**config.mk**
```make
export PLATFORM = sky130hd
export DESIGN_NAME = spi_word_rx_flat
export DESIGN_NICKNAME = d
export VERILOG_FILES = /design/src/rtl/spi_word_rx_if.sv /design/src/rtl/spi_word_rx.sv /design/src/flat_wrapper.sv
export SDC_FILE = /design/constraint.sdc
export NUM_CORES = 1
export LEC_CHECK = 0
export BUFFER_PORTS_ARGS = -buffer_cell sky130_fd_sc_hd__buf_4
export CORE_MARGIN = 2
export CORE_UTILIZATION = 50
export DETAILED_ROUTE_END_ITERATION = 7
export PLACE_DENSITY = 0.68
export SLEW_MARGIN = 20
export SYNTH_ARGS = -nofsm -noshare
export SYNTH_HDL_FRONTEND = slang
export SYNTH_SLANG_ARGS = --single-unit
```
**constraint.sdc**
```tcl
create_clock -name clk -period 6.15 [get_ports clk]
set_clock_uncertainty 0.05 [all_clocks]
set_input_delay 0 -clock clk [delete_from_list [all_inputs] [get_ports clk]]
set_output_delay 0 -clock clk [all_outputs]
set_load 0.01 [all_outputs]
```
**src/rtl/spi_word_rx_if.sv**
```systemverilog
// Byte-in / word-out bus for spi_word_rx.
// master: byte source + FIFO reader; slave: the packer.
interface spi_word_rx_if #(
  parameter int DEPTH = 8
);
  localparam int CW = $clog2(DEPTH) + 1;

  logic [7:0]    byte_in;
  logic          byte_rdy;
  logic          rd_en;
  logic          clr_err;
  logic [31:0]   rd_data;
  logic          empty;
  logic          full;
  logic [CW-1:0] count;
  logic [1:0]    nbytes;
  logic          overflow;
  logic          timeout_err;

  modport master (
    output byte_in, byte_rdy, rd_en, clr_err,
    input  rd_data, empty, full, count,
    input  nbytes, overflow, timeout_err
  );

  modport slave (
    input  byte_in, byte_rdy, rd_en, clr_err,
    output rd_data, empty, full, count,
    output nbytes, overflow, timeout_err
  );
endinterface

```
**src/rtl/spi_word_rx.sv**
```systemverilog
// Packs 4 received SPI bytes (LSB first) into 32-bit words and
// buffers them in a FWFT FIFO with sticky overflow/timeout flags.
// Ports: clk, rst (async active-low), bus (spi_word_rx_if.slave):
//   byte_in/byte_rdy in, rd_en pop, clr_err, rd_data head word,
//   empty/full/count FIFO status, nbytes partial-word bytes,
//   overflow, timeout_err sticky flags.
// Optional: SPI_WORD_RX_TIMEOUT_EN discards a partial word after
//   TIMEOUT idle cycles and raises timeout_err.
module spi_word_rx #(
  parameter int DEPTH   = 8,
  parameter int TIMEOUT = 255
) (
  input  logic         clk,
  input  logic         rst,
  spi_word_rx_if.slave bus
);
  localparam int AW = $clog2(DEPTH);
  localparam int CW = AW + 1;

  typedef enum logic [1:0] {
    IDLE = 2'd0,
    B1   = 2'd1,
    B2   = 2'd2,
    B3   = 2'd3
  } state_e;

  state_e        state_q, state_d;
  logic [23:0]   asm_q, asm_d;
  logic          rdy_q;
  logic [AW-1:0] wptr_q, wptr_d;
  logic [AW-1:0] rptr_q, rptr_d;
  logic [CW-1:0] cnt_q, cnt_d;
  logic          ovf_q, ovf_d;
  logic [31:0]   mem_q [DEPTH];

  logic          byte_fire;
  logic          push;
  logic          pop;
  logic          push_ok;
  logic          is_full;
  logic          is_empty;
  logic          tmo_fire;
  logic [31:0]   word;

  // One byte per rising edge of byte_rdy.
  assign byte_fire = bus.byte_rdy & ~rdy_q;
  assign word      = {bus.byte_in, asm_q};

  assign is_full  = (cnt_q == CW'(DEPTH));
  assign is_empty = (cnt_q == '0);
  assign pop      = bus.rd_en & ~is_empty;
  // A pop frees the slot, so a push while full still lands.
  assign push_ok  = push & (~is_full | pop);

  always_comb begin
    state_d = state_q;
    asm_d   = asm_q;
    push    = 1'b0;
    if (byte_fire) begin
      unique case (state_q)
        IDLE: begin
          asm_d[7:0] = bus.byte_in;
          state_d    = B1;
        end
        B1: begin
          asm_d[15:8] = bus.byte_in;
          state_d     = B2;
        end
        B2: begin
          asm_d[23:16] = bus.byte_in;
          state_d      = B3;
        end
        B3: begin
          push    = 1'b1;
          state_d = IDLE;
        end
        default: state_d = IDLE;
      endcase
    end else if (tmo_fire) begin
      state_d = IDLE;
    end
  end

  always_comb begin
    wptr_d = wptr_q;
    rptr_d = rptr_q;
    cnt_d  = cnt_q + CW'(push_ok) - CW'(pop);
    if (push_ok) wptr_d = wptr_q + 1'b1;
    if (pop)     rptr_d = rptr_q + 1'b1;
    ovf_d = (push & is_full & ~pop) | (ovf_q & ~bus.clr_err);
  end

  always_ff @(posedge clk or negedge rst) begin
    if (!rst) begin
      state_q <= IDLE;
      asm_q   <= '0;
      rdy_q   <= 1'b0;
      wptr_q  <= '0;
      rptr_q  <= '0;
      cnt_q   <= '0;
      ovf_q   <= 1'b0;
    end else begin
      state_q <= state_d;
      asm_q   <= asm_d;
      rdy_q   <= bus.byte_rdy;
      wptr_q  <= wptr_d;
      rptr_q  <= rptr_d;
      cnt_q   <= cnt_d;
      ovf_q   <= ovf_d;
    end
  end

  // Storage needs no reset: contents are only visible via count.
  always_ff @(posedge clk) begin
    if (push_ok) mem_q[wptr_q] <= word;
  end

`ifdef SPI_WORD_RX_TIMEOUT_EN
  localparam int TW = $clog2(TIMEOUT + 1);

  logic [TW-1:0] tmo_q, tmo_d;
  logic          terr_q, terr_d;

  // A byte arriving on the expiry cycle wins over the timeout.
  always_comb begin
    tmo_d    = '0;
    tmo_fire = 1'b0;
    if (!byte_fire && state_q != IDLE) begin
      if (tmo_q == TW'(TIMEOUT)) tmo_fire = 1'b1;
      else                       tmo_d    = tmo_q + 1'b1;
    end
    terr_d = tmo_fire | (terr_q & ~bus.clr_err);
  end

  always_ff @(posedge clk or negedge rst) begin
    if (!rst) begin
      tmo_q  <= '0;
      terr_q <= 1'b0;
    end else begin
      tmo_q  <= tmo_d;
      terr_q <= terr_d;
    end
  end

  assign bus.timeout_err = terr_q;
`else
  logic unused_tmo;
  assign unused_tmo      = (TIMEOUT == 0);
  assign tmo_fire        = 1'b0;
  assign bus.timeout_err = 1'b0;
`endif

  assign bus.rd_data  = mem_q[rptr_q];
  assign bus.empty    = is_empty;
  assign bus.full     = is_full;
  assign bus.count    = cnt_q;
  assign bus.nbytes   = state_q;
  assign bus.overflow = ovf_q;
endmodule

```
**src/flat_wrapper.sv**
```systemverilog
// flat-port wrapper written by rule: the top's interface ports become plain ports
module spi_word_rx_flat 
#(
  parameter int DEPTH   = 8,
  parameter int TIMEOUT = 255
)
  (clk, rst, bus_byte_in, bus_byte_rdy, bus_rd_en, bus_clr_err, bus_rd_data, bus_empty, bus_full, bus_count, bus_nbytes, bus_overflow, bus_timeout_err);
  spi_word_rx_if #(.DEPTH(DEPTH)) bus_i ();
  input  logic clk;
  input  logic rst;
  input wire logic [$bits(bus_i.byte_in)-1:0] bus_byte_in;
  input wire logic [$bits(bus_i.byte_rdy)-1:0] bus_byte_rdy;
  input wire logic [$bits(bus_i.rd_en)-1:0] bus_rd_en;
  input wire logic [$bits(bus_i.clr_err)-1:0] bus_clr_err;
  output wire logic [$bits(bus_i.rd_data)-1:0] bus_rd_data;
  output wire logic [$bits(bus_i.empty)-1:0] bus_empty;
  output wire logic [$bits(bus_i.full)-1:0] bus_full;
  output wire logic [$bits(bus_i.count)-1:0] bus_count;
  output wire logic [$bits(bus_i.nbytes)-1:0] bus_nbytes;
  output wire logic [$bits(bus_i.overflow)-1:0] bus_overflow;
  output wire logic [$bits(bus_i.timeout_err)-1:0] bus_timeout_err;
  assign bus_i.byte_in = bus_byte_in;
  assign bus_i.byte_rdy = bus_byte_rdy;
  assign bus_i.rd_en = bus_rd_en;
  assign bus_i.clr_err = bus_clr_err;
  assign bus_rd_data = bus_i.rd_data;
  assign bus_empty = bus_i.empty;
  assign bus_full = bus_i.full;
  assign bus_count = bus_i.count;
  assign bus_nbytes = bus_i.nbytes;
  assign bus_overflow = bus_i.overflow;
  assign bus_timeout_err = bus_i.timeout_err;
  spi_word_rx #(.DEPTH(DEPTH), .TIMEOUT(TIMEOUT)) u_core (.clk(clk), .rst(rst), .bus(bus_i));
endmodule
```
==> results of run 1 <==
==> layout by cell type, fill, tap and decap left out, drive strengths merged, types with 3 or more instances in the layout <==
cell,instances
edfxtp,256
buf,66
mux4,64
mux2,58
dfrtp,38
clkbuf,38
inv,16
dlygate4sd3,14
ha,13
clkinv,10
nand2,7
xnor2,4
nor4b,4
o21ai,3
bufinv,3
==> state kept, by name (all words and copies together) (netlist names) <==
signal,count
u_core.mem_q,256
u_core.wptr_q,3
u_core.rdy_q,1
u_core.bus.count,4
u_core.rptr_q,3
u_core.bus.nbytes,2
u_core.asm_q,24
u_core.bus.overflow,1
==> report_power, final <==
part	internal (mW)	total, mW	switching, mW
logic	0.887	1.52	0.638
registers	2.52	2.85	0.338
clock network	1.03	1.72	0.688
total	4.43	6.10	1.66
==> final cells by class <==
cell class,instances,area share [%]
Inverter,16,0.451
Timing Repair Buffer,80,4.93
Tap cell,285,2.68
Multi-Input combinational cell,172,19.9
Clock inverter,14,1.07
Sequential cell,294,64.9
Clock buffer,38,6.01
==> worst max-delay path by stage <==
stage	from	end	slack, ps
6_report	u_core.rptr_q[0]$_DFFE_PN0P_	bus_rd_data[18]	2990
5_1_grt	u_core.rptr_q[0]$_DFFE_PN0P_	bus_rd_data[15]	2790
4_1_cts	u_core.rptr_q[0]$_DFFE_PN0P_	bus_rd_data[1]	2910
3_5_place_dp	u_core.bus.count[2]$_DFF_PN0_	u_core.mem_q[1][20]$_DFFE_PP_	3340
3_3_place_gp	u_core.bus.count[2]$_DFF_PN0_	u_core.mem_q[2][17]$_DFFE_PP_	3420
2_1_floorplan	u_core.bus.count[2]$_DFF_PN0_	u_core.mem_q[4][0]$_DFFE_PP_	1050
==> what timing repair did <==
action	CTS	global route
setup buffers	0	0
hold buffers	15	0
endpoints found under the setup margin	0	0
resized for setup	0	0
endpoints found under the hold margin	134	0
==> through the flow <==
stage               utilization [%]  hold WS (ps)  setup slack (ps)  instances  instance area [um^2]
floorplan                         -          -346              1050        504                 11500
global placement               54.1         -15.3              3420        832                 12200
detailed placement             54.1         -3.58              3340        832                 12200
CTS                            59.0          69.1              2910        899                 13300
global route                   59.0          94.3              2790        899                 13300
finish                         59.0          96.2              2990        899                 13300
==> cell families after synthesis <==
kind of cell / count (synthesis) / synth area share (%)
mux: 122 / 19.1
compound gates: 8 / 0.425
buf+inv: 38 / 1.96
flops: 294 / 75.3
xor+xnor: 6 / 0.458
fa+ha+maj: 14 / 1.59
other cells: 1 / 0.0327
simple gates: 21 / 1.13
==> routing by layer <==
| layer | global-route usage [%] | share of wire [%] | vias up |
|---|---|---|---|
| met3 | 3.29 | 5.0 | 20 |
| met1 | 24.7 | 42 | 2792 |
| met5 | 0 | 0 | - |
| li1 | - | - | 2259 |
| met2 | 32.8 | 52 | 131 |
| met4 | 3.71 | 1.2 | 0 |
==> worst max-delay path: stages (launching register included) <==
cell,delay (ps)
sky130_fd_sc_hd__dfrtp_4,810
sky130_fd_sc_hd__buf_4,650
sky130_fd_sc_hd__mux4_1,640
sky130_fd_sc_hd__mux2_2,290
sky130_fd_sc_hd__buf_4,150
==> metrics.log, run 1 <==
INFO  metric grt_first_pass_wirelength = 33.4 mm
INFO  metric n_fill_cell = ~1,600
INFO  metric chipWidth = approximately 160 um
INFO  metric postSynth.asyncResetShare = 12.9%
INFO  metric drt_wl_total = 21.6 mm
INFO  metric r2r-start = u_core.bus.count[2]$_DFF_PN0_
INFO  metric tritoncts.num_buffers = 28
INFO  metric postSynthNetCount = 531
INFO  metric regToRegSetupSlack = about 3400 ps
INFO  metric grt_pass1_vias = around 5,700
INFO  metric route.antenna.remaining_nets = 0
INFO  metric fmax = between 300 and 400 MHz
INFO  metric finalNetCount = between 600 and 700
INFO  metric p_leak = approximately 4.6 nW
INFO  metric synth_edf_count = ~260
INFO  metric fin_tns_setup = 0 ps
INFO  metric warnings_synthesis = 0
INFO  metric synth_largest_area_cell = sky130_fd_sc_hd__edfxtp_1
INFO  metric die_boundary_height = 155 um
INFO  metric dp.final_hpwl = approximately 12 mm
INFO  metric grt_setup_unrepaired = no
INFO  metric detailedRoute.firstIterationViolations = approximately 370
INFO  metric slew_headroom = between 40% and 50%
INFO  metric largest_net_degree_at_the_start_of_global_routing = 39
INFO  metric worst-r2r-cell-count = 6
INFO  metric clockBufferDepth = 3
INFO  metric clk-insertion-delay-late = about 520 ps
INFO  metric finalPower = ~6 mW
INFO  metric final_max_slew_viol_count = 0
INFO  metric std_cell_rows = 55
INFO  metric root_buffer = sky130_fd_sc_hd__clkbuf_16
INFO  metric drt-pass1-iter-count = 4
INFO  metric routed-via-count = 5,202
INFO  metric synth_top_area_share = approximately 67%
INFO  metric routed_via_density = about 5.8
INFO  metric number_of_endpoints_failing_setup_at_the_final_stage = 0
INFO  metric floorplan.core_area = 22,600 um^2
INFO  metric seq_area = 8640 um^2
INFO  metric timing.rr.end = u_core.mem_q[2][15]$_DFFE_PP_
INFO  metric synth.top_cells.by_area = sky130_fd_sc_hd__edfxtp_1 67%, sky130_fd_sc_hd__dfrtp_1 8.3%, sky130_fd_sc_hd__mux4_2 7.7%, sky130_fd_sc_hd__mux4_1 5.7%, sky130_fd_sc_hd__mux2_2 5.6%
INFO  metric initial_core_util = approximately half
INFO  metric tightestPinTransition = approximately 830 ps
INFO  metric mean_cell_area_of_the_mapped_netlist = between 20 and 25 um^2
INFO  metric timing.critical_path.arrival = slightly above 3000 ps
INFO  metric cts.reportedPaths.clkPinSlew = around 60 ps
INFO  metric cts.sink_count = 294
INFO  metric globalplace.congestion = ~0.74
INFO  metric global_route.overflow_total = 0
INFO  metric antenna_violations_before_repair = 0
INFO  metric area_overhead_of_the_layout_relative_to_synthesis = 16.1%
INFO  metric hold_viol = 0
INFO  metric top_level_ports = 55
INFO  metric worst-path-max-fanout = 36
INFO  metric holdPathStages = 2
INFO  metric hold_path_end = u_core.rdy_q$_DFF_PN0_
INFO  metric cts_tree = built
INFO  metric worstSetupEndpointType = output port
INFO  metric period_needed = 3160 ps
INFO  metric final.period_utilization = roughly 51%
INFO  metric drive_gt1_share = 35.5%
INFO  metric multiInputGateArea = ~2700 um^2
INFO  metric maxCapViolations = 0
INFO  metric synth_cell_type_count = 35
INFO  metric cell_area_after_technology_mapping = 11,500 um^2
INFO  metric ys_ff_latch = 294
INFO  metric path_class = register to output port
INFO  metric ys_seq_area_share = 75.3%
INFO  metric ys.flop_type = sky130_fd_sc_hd__edfxtp_1
INFO  metric ys_top_cells_by_count = 256 x sky130_fd_sc_hd__edfxtp_1, 57 x sky130_fd_sc_hd__mux2_2, 39 x sky130_fd_sc_hd__mux4_2
INFO  metric remaining_drc_errors = 0
INFO  metric post_synth_inst_count = ~500
INFO  metric vdd_ir_drop_max = ~0.32 mV
INFO  metric holdCritStartpoint = bus_byte_rdy
INFO  metric dieArea = roughly 24,000 um^2
INFO  metric portBuffers = 53
INFO  metric class_of_the_most_critical_hold_timing_path = input pin to register
INFO  metric power.density_cell_area = approximately 460 nW/um^2
INFO  metric synthMostInstantiatedCell = sky130_fd_sc_hd__edfxtp_1
INFO  metric track_usage = a little under a fifth
INFO  metric htreeDepth = 1
INFO  metric critPathLaunchType = register
INFO  metric crit_required = between 6000 and 7000 ps
INFO  metric run_status = finished clean
INFO  metric drt-wirelength-per-cell = 24.0 um
INFO  metric num_antenna_cells = 0
Note: power is estimated with default switching activity, not from simulation.
==> inputs of run 2 (changes only) <==
- ABC_AREA: not set -> 1
- clock period: 6.15 -> 3.06 ns (I/O delays scaled with it)
==> run 2 against run 1 <==
Combinational power rose to 2.7 times the previous value. Largest cell class unchanged. Utilization shrank 0.60 points. Largest power group unchanged. Total power is 110% higher. Area after synthesis grew 4.7%. Cell count is 61% higher.
==> metrics.log, run 2 <==
INFO  metric p_comb_share = 32.2% (+7.2 points)
INFO  metric slew_headroom = 42.4% (-1.8 points)
INFO  metric path_class = register to output port
INFO  metric worst-path-max-fanout = 52 (+44%)
INFO  metric track_usage = 19.7% (+1.1 points)
INFO  metric routed_via_density = 5.16 (-11%)
INFO  metric cts.reportedPaths.clkPinSlew = 60 ps (about the same)
INFO  metric remaining_drc_errors = 0 (unchanged)
INFO  metric p_sw_share = 35.3% (+8.1 points)
INFO  metric grt_pass1_vias = 7,263 (+28%)
INFO  metric clockBufferDepth = 3 (unchanged)
INFO  metric drt-pass1-iter-count = 6 (+2)
INFO  metric htreeDepth = 1 (unchanged)
INFO  metric power.density_cell_area = 942 nW/um^2 (+110%)
INFO  metric detailedRoute.firstIterationViolations = 586 (+57%)
INFO  metric m1WireLength = 10.9 mm (+21%)
INFO  metric root_buffer = sky130_fd_sc_hd__clkbuf_16
INFO  metric area_overhead_of_the_layout_relative_to_synthesis = 14.4%
INFO  metric mean_cell_area_of_the_mapped_netlist = 11.5 um^2 (-49%)
INFO  metric portBuffers = 53 (unchanged)
INFO  metric finalPower = 12.9 mW (+110%)
INFO  metric period_needed = around 2500 ps
INFO  metric floorplan.core_area = 23,500 um^2 (+4.3%)
INFO  metric postSynth.asyncResetShare = 12.9% (unchanged)
INFO  metric multiInputGateArea = 2880 um^2 (+8.6%)
INFO  metric layout_commonest_cell = sky130_fd_sc_hd__nand2_1
INFO  metric cts.sink_count = 294 (unchanged)
INFO  metric chipWidth = 159 um (+2.3%)
INFO  metric cts.repair_timing.setup_buffer_count = 0 (unchanged)
INFO  metric seq_area = 8640 um^2 (unchanged)
INFO  metric fin_tns_setup = 0 ps (unchanged)
INFO  metric vdd_ir_drop_max = 0.751 mV (+130%)
INFO  metric global_route.overflow_total = 0 (unchanged)
INFO  metric synthesized_area_fraction_occupied_by_and_or_nand_nor_cells = 14.5% (+13 points)
INFO  metric critPathLaunchType = register
INFO  metric postSynthNetCount = 1,068 (+100%)
INFO  metric class_of_the_most_critical_hold_timing_path = input pin to register
INFO  metric tightestPinTransition = 864 ps (+33.3 ps)
INFO  metric fmax = 397 MHz
INFO  metric synth_cell_type_count = 26 (-26%)
INFO  metric dp.final_hpwl = 14.0 mm (+20%)
INFO  metric routed.top_layer = met4
INFO  metric initial_core_util = 51.0% (+0.21 points)
INFO  metric routed-via-count = 7,465 (+44%)
INFO  metric warnings_synthesis = 0 (unchanged)
INFO  metric amount_of_wire_on_met3_after_detailed_routing = 1.45 mm (+35%)
INFO  metric drt-wirelength-per-cell = 17.2 um (-28%)
INFO  metric final_cell_mix = 337 x sky130_fd_sc_hd__nand2_1, 256 x sky130_fd_sc_hd__edfxtp_1, 99 x sky130_fd_sc_hd__nor2_1, 80 x sky130_fd_sc_hd__o21ai_0, 68 x sky130_fd_sc_hd__buf_4
INFO  metric ys.flop_type = sky130_fd_sc_hd__edfxtp_1
INFO  metric synth_largest_area_cell = sky130_fd_sc_hd__edfxtp_1
INFO  metric grt_first_pass_wirelength = 39.4 mm (+18%)
INFO  metric die_boundary_height = 159 um (+2.3%)
INFO  metric timing.final.ws_setup = 543 ps (-2450 ps)
INFO  metric yosys.area_share.xor_xnor = 0.219% (-0.24 points)
INFO  metric worstSetupEndpointType = output port
INFO  metric final_max_slew_viol_count = 0 (unchanged)
INFO  metric power.clock.fraction = 25.0% (-3.2 points)
INFO  metric drive_gt1_share = 10.6% (-25 points)
INFO  metric sequentialPowerShare = 42.8% (-4.0 points)
INFO  metric synthMostInstantiatedCell = sky130_fd_sc_hd__nand2_1
INFO  metric synth.top_cells.by_area = sky130_fd_sc_hd__edfxtp_1 64%, sky130_fd_sc_hd__nand2_1 11%, sky130_fd_sc_hd__dfrtp_1 7.9%, sky130_fd_sc_hd__nor2_1 3.3%, sky130_fd_sc_hd__o21ai_0 3.3%
INFO  metric n_fill_cell = 1,944 (+22%)
INFO  metric crit_chain = inv_4, buf_12, nand2_1, nand2_1, nand2_1, o21ai_0, nand2_1, nand2_1, buf_4
INFO  metric ys_seq_area_share = 71.9% (-3.4 points)
INFO  metric fraction_of_the_mapped_netlist_area_in_adder_cells = 1.52% (-0.072 points)
INFO  metric cpMaxStageDelayCell = sky130_fd_sc_hd__dfrtp_4
INFO  metric multiplexer_share_of_the_synthesized_area = 0% (-19 points)
INFO  metric hold_viol = 0 (unchanged)
INFO  metric antenna_violations_before_repair = 0 (unchanged)
INFO  metric crit_required = 3010 ps (-3090 ps)
INFO  metric synth_edf_count = 256 (unchanged)
INFO  metric worst_path_most_repeated_cell = sky130_fd_sc_hd__nand2_1
INFO  metric p_leak = 5.39 nW (+17%)
INFO  metric final.period_utilization = 82.3%
INFO  metric timing.critical_path.arrival = 2470 ps (-640 ps)
INFO  metric post_synth_inst_count = 1,041 (+110%)
INFO  metric synth_top_area_share = 64.0% (-3.0 points)
INFO  metric cell_area_after_technology_mapping = 12,000 um^2 (+4.7%)
INFO  metric synth-compound-area-share = 7.26% (+6.8 points)
INFO  metric top_level_ports = 55 (unchanged)
INFO  metric wl_met2 = 11.8 mm (+5.4%)
INFO  metric drt_wl_total = 24.9 mm (+15%)
INFO  metric globalplace.congestion = 0.760 (+2.3%)
INFO  metric num_antenna_cells = 0 (unchanged)
INFO  metric clk-insertion-delay-late = 540 ps (+20 ps)
INFO  metric ys_top_cells_by_count = 337 x sky130_fd_sc_hd__nand2_1, 256 x sky130_fd_sc_hd__edfxtp_1, 107 x sky130_fd_sc_hd__nor2_1
INFO  metric critical_path.max_stage_delay = 500 ps (-310 ps)
INFO  metric maxCapViolations = 0 (unchanged)
INFO  metric holdWs = 69.5 ps (-26.7 ps)
INFO  metric ys_ff_latch = 294 (unchanged)
INFO  metric preCtsSetupSlack = 703 ps (-2640 ps)
INFO  metric dominant_combinational_cell_family_by_area_after_synthesis = simple AND/OR/NAND/NOR gates
INFO  metric critPathTopFamily = buffers and inverters
INFO  metric tritoncts.num_buffers = 29 (+3.6%)
INFO  metric final_core_utilization = 58.4% (-0.60 points)
INFO  metric run_status = finished clean
INFO  metric grt_setup_unrepaired = no
INFO  metric power.switching = 4.57 mW (+170%)
INFO  metric route.antenna.remaining_nets = 0 (unchanged)
INFO  metric cts_tree = built
INFO  metric dieArea = 25,300 um^2 (+4.6%)
INFO  metric largest_net_degree_at_the_start_of_global_routing = 86 (+120%)
INFO  metric registers.top_by_ff_count = u_core.mem_q
INFO  metric critical_path_buf_inv_count = 3 (+1)
INFO  metric largest_register_ff_count = 256 (unchanged)
INFO  metric internal_power = 8.37 mW (+89%)
INFO  metric std_cell_rows = 56 (+1.8%)
INFO  metric number_of_endpoints_failing_setup_at_the_final_stage = 0 (unchanged)
INFO  metric finalNetCount = 1,132 (+83%)
## run 2: per-stage QoR
step	cell area [um^2]	cells
floorplan	12000	1041
global placement	12700	1378
detailed placement	12700	1378
CTS	13700	1446
global route	13700	1446
finish	13700	1446
## run 2: power groups by stage
stage	Sequential [mW]	Combinational [mW]	Clock [mW]
after floorplan	5.41	2.83	0
after global placement	5.59	4.11	0
after detailed placement	5.62	4.15	0
after CTS	5.54	4.20	3.29
after global routing	5.62	4.69	3.43
final	5.54	4.16	3.24
## run 2: repair_timing
| item | in CTS | in global routing |
|---|---|---|
| hold buffers | 15 | 0 |
| endpoints found under the hold margin | 135 | 0 |
| gates resized for setup | 0 | 0 |
## run 2: area by class of cell
type                       instances  share of cell area [%]
inverter                          63                    1.74
timing repair buffer              86                    5.32
clock inverter                    11                   0.546
multi-input combinational        631                    21.0
sequential                       294                    62.9
clock buffer                      42                    5.64
tap                              319                    2.90
## run 2: path summary, 6_finish.rpt
check | start | to | slack (ps) | cells past startpoint
max in group asynchronous | rst | u_core.rptr_q[0]$_DFFE_PN0P_ | 2250 | 4
worst min register to register | u_core.wptr_q[2]$_DFFE_PN0P_ | u_core.wptr_q[2]$_DFFE_PN0P_ | 560 | 2
min in group asynchronous | rst | u_core.asm_q[23]$_DFFE_PN0P_ | 480 | 4
worst max-delay path | u_core.rptr_q[0]$_DFFE_PN0P_ | bus_rd_data[5] | 540 | 9
worst max register to register | u_core.bus.count[2]$_DFF_PN0_ | u_core.mem_q[5][5]$_DFFE_PP_ | 740 | 8
worst min-delay path | bus_byte_rdy | u_core.rdy_q$_DFF_PN0_ | 70 | 2
## run 2: routing by layer
metal / GRT usage (%) / up-vias
met5: 0 / -
met4: 6.32 / 0
met3: 2.55 / 47
met2: 32.9 / 228
met1: 27.3 / 3552
li1: - / 3638
## run 2: logic make-up after synthesis
group                    Yosys count
AND/OR/NAND/NOR                  455
other                              1
buffers and inverters            116
adder cells (fa/ha/maj)           14
AO/OA/AOI/OAI                    158
XOR/XNOR                           3
flip-flops                       294
==> inputs of run 3 (changes only) <==
- PLACE_DENSITY: 0.68 -> 0.71
- clock period: 3.06 -> 2.08 ns (I/O delays scaled with it)
==> run 3 against run 2 <==
The flow now finishes with violations (setup timing). Sequential cell count did not move. Non-clock buffer count rose by 43. Via count rose by 5.7%. Worst hold slack got worse by 8.3 ps. Utilization rose by 5.1 points. Cell area rose by 8.8%. Die area did not move. Count of clock-buffer cells in the layout did not move. Sequential power rose by 47%. Worst setup slack got worse by 620 ps. Largest cell class unchanged.
==> metrics.log, run 3 (synthesis gave the netlist of run 2 again) <==
INFO  metric run_status = complete, but fails checks
INFO  metric failing_checks = setup timing
INFO  metric final_core_utilization = 63.5% (+5.1 points)
INFO  metric globalplace.congestion = 0.789 (+3.8%)
INFO  metric drt-wirelength-per-cell = 18.2 um (+5.7%)
INFO  metric grt_setup_unrepaired = yes
INFO  metric holdPathStages = 2 (unchanged)
INFO  metric p_comb_share = 40.2% (+8.0 points)
INFO  metric cpMaxStageDelayCell = sky130_fd_sc_hd__dfrtp_4
INFO  metric drt_wl_total = 27.1 mm (+9.1%)
INFO  metric seq_area = 8640 um^2 (unchanged)
INFO  metric remaining_drc_errors = 0 (unchanged)
INFO  metric power.clock.fraction = 21.9% (-3.1 points)
INFO  metric route.antenna.remaining_nets = 0 (unchanged)
INFO  metric top_level_ports = 55 (unchanged)
INFO  metric number_of_endpoints_failing_setup_at_the_final_stage = 8 (+8)
INFO  metric routed-via-count = 7,889 (+5.7%)
INFO  metric layout_commonest_cell = sky130_fd_sc_hd__nand2_1
INFO  metric final_cell_mix = 299 x sky130_fd_sc_hd__nand2_1, 256 x sky130_fd_sc_hd__edfxtp_1, 88 x sky130_fd_sc_hd__nor2_1, 62 x sky130_fd_sc_hd__o21ai_0, 58 x sky130_fd_sc_hd__inv_1
INFO  metric tritoncts.num_buffers = 28 (-3.4%)
INFO  metric n_fill_cell = 1,726 (-11%)
INFO  metric finalNetCount = 1,177 (+4.0%)
INFO  metric sequentialPowerShare = 37.9% (-4.9 points)
INFO  metric place.detailed.instances = 1,397 (+1.4%)
INFO  metric area_overhead_of_the_layout_relative_to_synthesis = 24.4%
INFO  metric htreeDepth = 1 (unchanged)
INFO  metric final_cells = 1,492 (+3.2%)
INFO  metric regToRegSetupSlack = 80 ps (-660 ps)
INFO  metric fmax = between 400 and 500 MHz
INFO  metric initial_core_util = 51.0% (unchanged)
INFO  metric detailedRoute.firstIterationViolations = 648 (+11%)
INFO  metric std_cell_rows = 56 (unchanged)
INFO  metric dp.final_hpwl = 14.3 mm (+2.1%)
INFO  metric holdWs = 61.1 ps (-8.32 ps)
INFO  metric vdd_ir_drop_max = 0.817 mV (+8.7%)
INFO  metric crit_required = 2030 ps (-980 ps)
INFO  metric floorplan.core_area = 23,500 um^2 (unchanged)
INFO  metric crit_chain = buf_12, clkinv_16, buf_16, nand2_2, nand2_1, nand2_1, o21ai_1, nand2_1, nand2_1, buf_6
INFO  metric drt-pass1-iter-count = 5 (-1)
INFO  metric maxCapViolations = 0 (unchanged)
INFO  metric p_sw_share = 35.7% (+0.33 points)
INFO  metric timing.critical_path.arrival = 2110 ps (-360 ps)
INFO  metric largest_register_ff_count = 256 (unchanged)
INFO  metric cts.sink_count = 294 (unchanged)
INFO  metric chipWidth = 159 um (unchanged)
INFO  metric worst_path_most_repeated_cell = sky130_fd_sc_hd__nand2_1
INFO  metric clk-insertion-delay-late = 550 ps (about the same)
INFO  metric tightestPinTransition = 566 ps (-298 ps)
INFO  metric grt_first_pass_wirelength = 40.3 mm (+2.4%)
INFO  metric slew_headroom = 62.2% (+20 points)
INFO  metric timing.final.ws_setup = -78.2 ps (-621 ps)
INFO  metric portBuffers = 53 (unchanged)
INFO  metric postPlaceCellArea = 13,000 um^2 (+2.4%)
INFO  metric grt_pass1_vias = 7,724 (+6.3%)
INFO  metric critPathLaunchType = register
INFO  metric cts_tree = built
INFO  metric period_needed = approximately 2200 ps
INFO  metric power.switching = 7.65 mW (+67%)
INFO  metric worst-path-max-fanout = 7 (-87%)
INFO  metric power.density_cell_area = 1440 nW/um^2 (+52%)
INFO  metric worst-r2r-cell-count = 11 (+3)
INFO  metric registers.top_by_ff_count = u_core.mem_q
INFO  metric final_max_slew_viol_count = 0 (unchanged)
INFO  metric hold_viol = 0 (unchanged)
INFO  metric routed_via_density = 5.29 (+2.4%)
INFO  metric root_buffer = sky130_fd_sc_hd__clkbuf_16
INFO  metric drive_gt1_share = 20.6% (+10 points)
INFO  metric largest_net_degree_at_the_start_of_global_routing = 49 (-43%)
INFO  metric critical_path.max_stage_delay = 530 ps (+30 ps)
INFO  metric worstSetupEndpointType = output port
INFO  metric die_boundary_height = 159 um (unchanged)
INFO  metric p_leak = 5.87 nW (+8.9%)
INFO  metric antenna_violations_before_repair = 0 (unchanged)
INFO  metric global_route.overflow_total = 0 (unchanged)
INFO  metric track_usage = 20.0% (+0.30 points)
INFO  metric dieArea = 25,300 um^2 (unchanged)
INFO  metric post-route-cell-area = 14,900 um^2 (+8.8%)
INFO  metric path_class = register to output port
INFO  metric preCtsSetupSlack = 11.0 ps (-692 ps)
INFO  metric final.period_utilization = 104%
INFO  metric class_of_the_most_critical_hold_timing_path = input pin to register
INFO  metric internal_power = 13.8 mW (+65%)
INFO  metric multiInputGateArea = 3170 um^2 (+10%)
INFO  metric clockBufferDepth = 3 (unchanged)
INFO  metric cts.reportedPaths.clkPinSlew = 60 ps (about the same)
run 3: per-layer routing:
metal  track usage [%]  up-vias  wire, um
li1                  -     3729         -
met1              26.7     3880     11500
met5                 0        -         0
met3              2.74       39      1510
met4              5.87        0       549
met2              34.6      241     13600
run 3: power groups by stage:
stage | Clock (mW) | Sequential, mW | Combinational [mW]
after floorplan | 0 | 7.96 | 4.23
after global routing | 5.00 | 8.23 | 9.45
after CTS | 4.74 | 8.09 | 7.19
after detailed placement | 0 | 8.27 | 6.42
final | 4.70 | 8.13 | 8.62
after global placement | 0 | 8.24 | 6.29
run 3: worst paths after layout:
path                                               startpoint                               end
max in group asynchronous                                 rst      u_core.rptr_q[0]$_DFFE_PN0P_
min in group asynchronous                                 rst  u_core.bus.nbytes[0]$_DFFE_PN0P_
worst max-delay path             u_core.rptr_q[0]$_DFFE_PN0P_                   bus_rd_data[13]
worst min register to register  u_core.bus.overflow$_DFF_PN0_     u_core.bus.overflow$_DFF_PN0_
worst min-delay path                             bus_byte_rdy            u_core.rdy_q$_DFF_PN0_
worst max register to register  u_core.bus.count[2]$_DFF_PN0_     u_core.bus.count[1]$_DFF_PN0_
run 3: through the flow:
step	setup TNS, ps	total power [mW]
2_1_floorplan	-1.02	12.2
3_3_place_gp	0	14.5
3_5_place_dp	0	14.7
4_1_cts	-5.72	20.0
5_1_grt	-2360	22.7
6_report	-209	21.5
run 3: what timing repair did:
action,4_1_cts,5_1_grt
gates cloned,5,12
gates resized for setup,20,126
hold buffers,14,0
endpoints found under the setup margin,32,109
endpoints found under the hold margin,134,0
buffers inserted,9,3
pin swaps,3,42
run 3: layout make-up:
class / count / share of cell area (%)
Sequential cell: 294 / 57.8
Multi-Input combinational cell: 631 / 21.2
Timing Repair Buffer: 129 / 10.6
Clock buffer: 42 / 5.24
Tap cell: 319 / 2.67
Inverter: 63 / 1.76
Clock inverter: 10 / 0.419
Timing Repair inverter: 3 / 0.226
Antenna cell: 1 / 0.0167
run 3: worst max-delay path: cells and delay by family, from the launching register on:
kind | cells | cell delay, ps
flip-flops | 1 | 530
AND/OR/NAND/NOR | 5 | 380
buffers and inverters | 4 | 500
AO/OA/AOI/OAI | 1 | 130
